==> src/rtl/mem_rd_pkg.sv <==
// Shared constants and the request tag carried alongside read data
// through the mem_rd_responder pipeline.
package mem_rd_pkg;

  localparam int MEM_RD_ADDR_W  = 8;
  localparam int MEM_RD_LAT_MAX = 4;
  localparam int MEM_RD_CNT_W   = 16;

  typedef struct packed {
    logic valid;
    logic err;
  } mem_rd_tag_t;

endpackage

==> src/rtl/type_i_mem_rd.sv <==
// Read request/response bundle: the master drives addr/read, and the
// slave answers with data/valid after its own fixed latency.
interface type_i_mem_rd
  import mem_rd_pkg::*;
#(
  parameter int WIDTH = 16
) ();

  logic [MEM_RD_ADDR_W-1:0] addr;
  logic                     read;
  logic [WIDTH-1:0]         data;
  logic                     valid;

  modport master (output addr, output read, input data, input valid);
  modport slave  (input addr, input read, output data, output valid);

endinterface

==> src/rtl/mem_rd_delay_line.sv <==
// Fixed-length shift register. Only the valid bits are reset; the payload
// is qualified downstream by its valid bit.
module mem_rd_delay_line #(
  parameter int STAGES = 1,
  parameter int W      = 1
) (
  input  logic         clk,
  input  logic         reset_p,
  input  logic         valid_in,
  input  logic [W-1:0] data_in,
  output logic         valid_out,
  output logic [W-1:0] data_out
);

  logic [STAGES-1:0] valid_r;
  logic [W-1:0]      data_r [STAGES];

  // Valid bits shift every cycle and are cleared by reset.
  always_ff @(posedge clk) begin
    if (reset_p) begin
      valid_r <= {STAGES{1'b0}};
    end else begin
      valid_r[0] <= valid_in;
      for (int i = 1; i < STAGES; i++) begin
        valid_r[i] <= valid_r[i-1];
      end
    end
  end

  // Payload shifts with no reset.
  always_ff @(posedge clk) begin
    data_r[0] <= data_in;
    for (int i = 1; i < STAGES; i++) begin
      data_r[i] <= data_r[i-1];
    end
  end

  assign valid_out = valid_r[STAGES-1];
  assign data_out  = data_r[STAGES-1];

endmodule

==> src/rtl/mem_rd_responder.sv <==
// Fixed-latency memory slave for type_i_mem_rd: one read per clock, no stall,
// read-first on address collisions, zero data with addr_err for out-of-range reads.
module mem_rd_responder
  import mem_rd_pkg::*;
#(
  parameter int WIDTH   = 16,
  parameter int DEPTH   = 256,
  parameter int LATENCY = 2
) (
  input  logic                     clk,
  input  logic                     reset_p,
  type_i_mem_rd.slave              rd,
  input  logic                     wr_en,
  input  logic [MEM_RD_ADDR_W-1:0] wr_addr,
  input  logic [WIDTH-1:0]         wr_data,
  output logic [MEM_RD_CNT_W-1:0]  rd_count,
  output logic                     addr_err
);

  localparam logic [MEM_RD_ADDR_W:0] DEPTH_L = (MEM_RD_ADDR_W+1)'(DEPTH);

  if (DEPTH < 1 || DEPTH > 256) begin : g_depth_chk
    $error("mem_rd_responder: DEPTH must be within 1..256");
  end
  if (LATENCY < 1 || LATENCY > MEM_RD_LAT_MAX) begin : g_lat_chk
    $error("mem_rd_responder: LATENCY must be within 1..4");
  end

  logic [WIDTH-1:0]        mem_r [DEPTH];
  logic                    rd_in_range_s;
  logic                    wr_in_range_s;
  mem_rd_tag_t             tag0_r;
  logic [WIDTH-1:0]        data0_r;
  mem_rd_tag_t             tag_out_s;
  logic [WIDTH-1:0]        data_out_s;
  logic [MEM_RD_CNT_W-1:0] count_r;

  // Address range decode for both ports; 9-bit compare so DEPTH=256 works.
  always_comb begin
    rd_in_range_s = ({1'b0, rd.addr} < DEPTH_L);
    wr_in_range_s = ({1'b0, wr_addr} < DEPTH_L);
  end

  // Memory array, deliberately not reset; out-of-range writes are dropped.
  always_ff @(posedge clk) begin
    if (wr_en && wr_in_range_s) begin
      mem_r[wr_addr] <= wr_data;
    end
  end

  // Memory output register: first pipeline stage, and read-first by construction.
  always_ff @(posedge clk) begin
    if (reset_p) begin
      tag0_r  <= 2'b00;
      data0_r <= {WIDTH{1'b0}};
    end else begin
      tag0_r.valid <= rd.read;
      tag0_r.err   <= rd.read && !rd_in_range_s;
      if (rd.read && rd_in_range_s) begin
        data0_r <= mem_r[rd.addr];
      end else begin
        data0_r <= {WIDTH{1'b0}};
      end
    end
  end

  // Accepted-read counter, saturating at all ones.
  always_ff @(posedge clk) begin
    if (reset_p) begin
      count_r <= {MEM_RD_CNT_W{1'b0}};
    end else if (rd.read && (count_r != {MEM_RD_CNT_W{1'b1}})) begin
      count_r <= count_r + MEM_RD_CNT_W'(1);
    end else begin
      count_r <= count_r;
    end
  end

  if (LATENCY == 1) begin : g_direct
    assign tag_out_s  = tag0_r;
    assign data_out_s = data0_r;
  end else begin : g_pipe
    logic [WIDTH:0] pay_in_s;
    logic [WIDTH:0] pay_out_s;
    logic           valid_out_s;

    assign pay_in_s = {tag0_r.err, data0_r};

    mem_rd_delay_line #(
      .STAGES (LATENCY - 1),
      .W      (WIDTH + 1)
    ) u_delay (
      .clk       (clk),
      .reset_p   (reset_p),
      .valid_in  (tag0_r.valid),
      .data_in   (pay_in_s),
      .valid_out (valid_out_s),
      .data_out  (pay_out_s)
    );

    assign tag_out_s.valid = valid_out_s;
    assign tag_out_s.err   = pay_out_s[WIDTH];
    assign data_out_s      = pay_out_s[WIDTH-1:0];
  end

  // Output select: unreset payload never leaks out while valid is low.
  always_comb begin
    if (tag_out_s.valid) begin
      rd.valid = 1'b1;
      rd.data  = data_out_s;
      addr_err = tag_out_s.err;
    end else begin
      rd.valid = 1'b0;
      rd.data  = {WIDTH{1'b0}};
      addr_err = 1'b0;
    end
  end

  assign rd_count = count_r;

endmodule
==> src/flat_wrapper.sv <==
// flat-port wrapper written by rule: the top's interface ports become plain ports
module mem_rd_responder_flat import mem_rd_pkg::*;
#(
  parameter int WIDTH   = 16,
  parameter int DEPTH   = 256,
  parameter int LATENCY = 2
)
  (clk, reset_p, wr_en, wr_addr, wr_data, rd_count, addr_err, rd_addr, rd_read, rd_data, rd_valid);
  type_i_mem_rd #(.WIDTH(WIDTH)) rd_i ();
  input  logic clk;
  input  logic reset_p;
  input  logic wr_en;
  input  logic [MEM_RD_ADDR_W-1:0] wr_addr;
  input  logic [WIDTH-1:0] wr_data;
  output logic [MEM_RD_CNT_W-1:0] rd_count;
  output logic addr_err;
  input wire logic [$bits(rd_i.addr)-1:0] rd_addr;
  input wire logic [$bits(rd_i.read)-1:0] rd_read;
  output wire logic [$bits(rd_i.data)-1:0] rd_data;
  output wire logic [$bits(rd_i.valid)-1:0] rd_valid;
  assign rd_i.addr = rd_addr;
  assign rd_i.read = rd_read;
  assign rd_data = rd_i.data;
  assign rd_valid = rd_i.valid;
  mem_rd_responder #(.WIDTH(WIDTH), .DEPTH(DEPTH), .LATENCY(LATENCY)) u_core (.clk(clk), .reset_p(reset_p), .rd(rd_i), .wr_en(wr_en), .wr_addr(wr_addr), .wr_data(wr_data), .rd_count(rd_count), .addr_err(addr_err));
endmodule
==> config.mk <==
export PLATFORM = sky130hd
export DESIGN_NAME = mem_rd_responder_flat
export DESIGN_NICKNAME = d
export VERILOG_FILES = /design/src/rtl/mem_rd_pkg.sv /design/src/rtl/type_i_mem_rd.sv /design/src/rtl/mem_rd_delay_line.sv /design/src/rtl/mem_rd_responder.sv /design/src/flat_wrapper.sv
export SDC_FILE = /design/constraint.sdc
export NUM_CORES = 2
export LEC_CHECK = 0
export CAP_MARGIN = 30
export CORE_UTILIZATION = 28
export CTS_BUF_LIST = sky130_fd_sc_hd__clkbuf_8
export CTS_CLUSTER_SIZE = 10
export DETAILED_ROUTE_END_ITERATION = 8
export PLACE_DENSITY = 0.45
export SLEW_MARGIN = 20
export SYNTH_ARGS = -nofsm -noshare
export SYNTH_HDL_FRONTEND = slang
export SYNTH_MEMORY_MAX_BITS = 65536
export SYNTH_SLANG_ARGS = --single-unit
export TNS_END_PERCENT = 1
==> constraint.sdc <==
create_clock -name clk -period 3.1 [get_ports clk]
set_input_delay 0.31 -clock clk [delete_from_list [all_inputs] [get_ports clk]]
set_output_delay 0.31 -clock clk [all_outputs]
set_load 0.005 [all_outputs]
## Yosys cells after proc, flatten, opt, wreduce, memory -nomap -nowiden

Memories as Yosys holds them, arrays and structs flattened. A register that Yosys moved wholly into a read port is not among the register bits.
Index checks and enable logic that the tools add are counted.

- Register bits: 18
- Memories kept: 2
- Output and inout bits: 34
- Bits in writable memories: 4112
- Word-level logic and storage cells: 15
- Input bits: 36

- Reduce and logical (&&, ||, !) cells: 2
- Bitwise operators: 1
- Equality and inequality tests: 1
- Muxes and demuxes: 5
- Add/sub/neg operators: 1

Memories:

| name | depth | bits a word | rd ports | clocked after memory_dff | write ports | RTL line | RTL |
|---|---|---|---|---|---|---|---|
| u_core.mem_r | 256 | 16 | 1 | 1 | 1 | mem_rd_responder.sv:29 | `logic [WIDTH-1:0] mem_r [DEPTH];` |
| u_core.g_pipe.u_delay.data_r | 1 | 16 | 1 | 0 | 1 | mem_rd_delay_line.sv:16 | `logic [W-1:0] data_r [STAGES];` |

Operators by type and width:

| operator | count |
|---|---|
| $add 16x1->16 const B | 1 |
| $mux 16 | 1 |
| $ne 16x16->1 const B | 1 |
| $mux 1 | 4 |
| $reduce_or 2->1 | 1 |
| $logic_and 1x1->1 | 1 |
| $not 1->1 | 1 |

## Depth between registers and ports, before layout

- Word-level depth: 2
- Depth in mapped cells: 12
- Mapped depth without buffers: 7

## Modules after synthesis

Synthesis repeated with hierarchy kept, for this count alone.

- Cell total of the unflattened synthesis: 7533
- Area total of the unflattened synthesis: 159718.2 µm²

Modules (own cells, without submodules):

| module | cells an instance | times used | seq. area each (µm²) | area an instance (µm²) |
|---|---|---|---|---|
| mem_rd_responder | 7514 | 1 | 123658.6 | 159344.1 |
| mem_rd_delay_line | 19 | 1 | 360.3 | 374.1 |

## Worst setup path after synthesis

No wires, ideal clock.

- Path kind: input-to-reg
- Start: input wr_addr[0]
- End: memory u_core.mem_r[237][0] (enable)
- Arrival: 2.087 ns
- Path slack: 0.625 ns
- Buffers on the path: 3
- Setup time: 0.388 ns
- Cell stages on the path: 6
- Path through: clkbuf_1 nor2b_1 clkbuf_1 nand4_1 clkbuf_1 nor2_1

RTL lines:

| element | RTL line | RTL |
|---|---|---|
| start: declaration | flat_wrapper.sv:13 | `input logic [MEM_RD_ADDR_W-1:0] wr_addr;` |
| end: declaration | mem_rd_responder.sv:29 |  |

Straight into the memory's write port.

==> run metrics <==
status=finished, violations left; violated checks=setup timing; ys async rst share=0%; Critical Path RT=4290 ps; Hold Path Class=in2reg; Setup violations, final=1; DRC viols=0; MaxCap Viol Count=0; Max FO, Critical Path=35; FP Rows=278; antenna viol nets, final=0; first-pass GRT wire length=720000 um; Comb power frac=5.9%; CP Class=in2reg; clock skew=74.1 ps; leading cell type in the layout, fill and taps excluded=edfxtp_1; Worst Slack Setup Final=-28.8 ps; Avg WL per Cell=30.4 um; clock share of power=39.3%; Routed WL=525000 um; Leakage=63.4 nW; vias in the first global route=87500; CP Data Arrival Time=4320 ps; clock latency on the worst-skew pair=1320 ps; Psw=27.1 mW; Max IR drop VDD=0.474 mV; Avg Cell Area, Syn=21.3 um2; critical path buffer and inverter count=5; initial antenna violation count=42; most used cell, CP=buf_4; total gr overflow=0; Layout Area Growth over Synthesis=20.3%; fillers=53900; crit path cell chain=dlygate4sd3_1 > buf_8 > buf_12 > and4b_1 > nand2_1 > buf_4 > buf_4 > o22ai_1 > nor4_1 > o2111ai_1 > o31ai_2; Yosys cell types=85; Starting DRT DRC Count=8999; Num CTS Buffers=693; Slew Viols, Final=0; gr usage total=17.6%; CTS tree=yes; Min Hold Slack=90.8 ps; post-synthesis mux area share=14.6%; Synth Warn #=0; fin nets=9214; Initial DRT Pass Iterations=5; critical path's largest stage delay=690 ps; startpoint types=primary input; most frequent cells in the layout=edfxtp_1, buf_4, clkbuf_8; vias per std cell=4.94; combinational family with the most area after synthesis=multiplexers; Pwr Density=582 nW/um2; Bufs on Longest Clock Path=4; GP Congestion=0.849; Net Sw Frac=24.0%; top_reg_cell synth=edfxtp_1; I/O pin count=70; routed via count=85500; H-Tree Depth=6; die area=579000 um2; Port-buffer cells=68; Post-Synth Simple-Gate Area=2.67%; CP top delay family=buffers and inverters; Syn Nets=7620; non-filler cells, final=17300; Synth Area in Compound Gates=3.33%; CP max stage cell=nor4_1; synthesized instance count=7583; EDFF count, synth=4096; Fmax achieved=320 MHz; DP Wirelength=346000 um; FF+latch count, synth=4146; internal power=85.8 mW; layout cells sized above 1=29.8%; Die X=761 um; Clock Tree Root=clkbuf_8; cell count after placement=16000; fraction of the mapped netlist area in adder cells=0.00776%; Final Hold Fails=0; sequential area share after synthesis=76.9%; unrepaired setup endpoints after global routing=false; Slew HR=15.6%; Worst Max-Slew Pin Slew=1270 ps; Clk pin slew, worst setup/hold paths=70 ps; CTS sink cnt=4146; Core Area=574000 um2; largest net degree at the start of global routing=98; part of the power in registers=54.7%; endpoint type of the worst setup path=flip-flop; post-CTS setup buffers=0; crit path time final=3130 ps; initial core utilization=28.1%; Die Span Y=761 um; final period utilization=101%; post-synthesis cell area=161000 um2; xor/xnor cell area share of the yosys netlist=0.0760%
[final timing paths]
check             cells past startpoint  slack [ps]                             endpoint                   from
setup / recovery                     11         -30                    u_core.data0_r[9]             rd_addr[4]
hold / removal                        2          90                u_core.mem_r[217][10]            wr_data[10]
setup reg to reg                      7         130                   u_core.data0_r[12]  u_core.mem_r[114][12]
hold reg to reg                       0         350  u_core.g_pipe.u_delay.data_r[0][14]     u_core.data0_r[14]
[power by group through the flow]
stage | logic [mW] | clock network, mW | registers [mW]
floorplan | 2.90 | 0 | 62.9
global route | 7.00 | 47.8 | 61.8
global placement | 6.67 | 0 | 63.0
CTS | 6.80 | 45.6 | 61.8
detailed placement | 6.75 | 0 | 63.0
finish | 6.72 | 44.4 | 61.8
[cells by family (layout without fill, tap and decap cells)]
logic type | count (synthesis) | in the layout
xor gates and xnor gates | 14 | 14
and+or+nand+nor | 931 | 931
AOI/OAI and AO/OA | 760 | 760
muxes | 1275 | 1275
buffers and inverters | 455 | 2587
other | 1 | 11
adders and majority gates | 1 | 1
DFF | 4146 | 4146
[what timing repair did]
action                                   CTS  global route
endpoints found under the setup margin    17             0
hold buffers                              25             0
hold endpoints to repair                4071             0
gates resized for setup                   11             0
[state kept, by name, summed over array words and instances, names as in the netlist]
name / cells
u_core.data0_r: 16
u_core.g_pipe.u_delay.data_r: 16
u_core.g_pipe.u_delay.valid_out: 1
u_core.mem_r: 4096
u_core.rd_count: 16
u_core.tag0_r: 1
[cells in the mapped netlist, drive strengths merged, types with 21 or more instances]
library cell	n	area [um2]
a2111oi	30	300
mux4	807	18800
o31ai	21	188
nor4	56	375
a22o	25	219
mux2i	460	4600
edfxtp	4096	123000
a211oi	36	275
o221ai	123	1100
a21oi	94	470
nand3	80	405
o21ai	113	566
nand2	110	418
and2	21	131
o22ai	183	1160
clkbuf	172	1130
nor3	106	536
buf	277	2820
a22oi	48	360
dfxtp	50	1000
nand4	28	175
nor2	453	1700
[routing by layer]
layer | part of all wire [%] | routed length (um) | GRT usage [%]
met5 | 0.013 | 69 | 0
met4 | 3.1 | 16200 | 5.33
met3 | 6.1 | 32300 | 2.73
met2 | 47 | 245000 | 28.1
met1 | 44 | 232000 | 24.9
[layout make-up]
| cell class | instances | area [um2] | share of cell area [%] |
|---|---|---|---|
| clock buffer | 697 | 9590 | 4.94 |
| inverter | 5 | 23.8 | 0.0122 |
| tap | 7560 | 9460 | 4.87 |
| antenna | 10 | 25.0 | 0.0129 |
| timing repair buffer | 1349 | 14600 | 7.53 |
| sequential | 4146 | 124000 | 63.9 |
| multi-input combinational | 2982 | 33700 | 17.3 |
| clock inverter | 536 | 2760 | 1.42 |
[stage by stage]
| stage | util, % | setup slack, ps | TNS (ps) | total power, mW | area (um2) |
|---|---|---|---|---|---|
| after floorplan | - | 625 | 0 | 65.8 | 161000 |
| after global routing | 33.8 | 61.4 | 0 | 117 | 194000 |
| after detailed placement | 31.6 | -972 | -10460 | 69.7 | 181000 |
| after CTS | 33.8 | -22.4 | -82.0 | 114 | 194000 |
| after global placement | 31.6 | -1770 | -13290 | 69.6 | 181000 |
| final | 33.8 | -28.8 | -28.8 | 113 | 194000 |
Power figures use the tool's default switching activity.
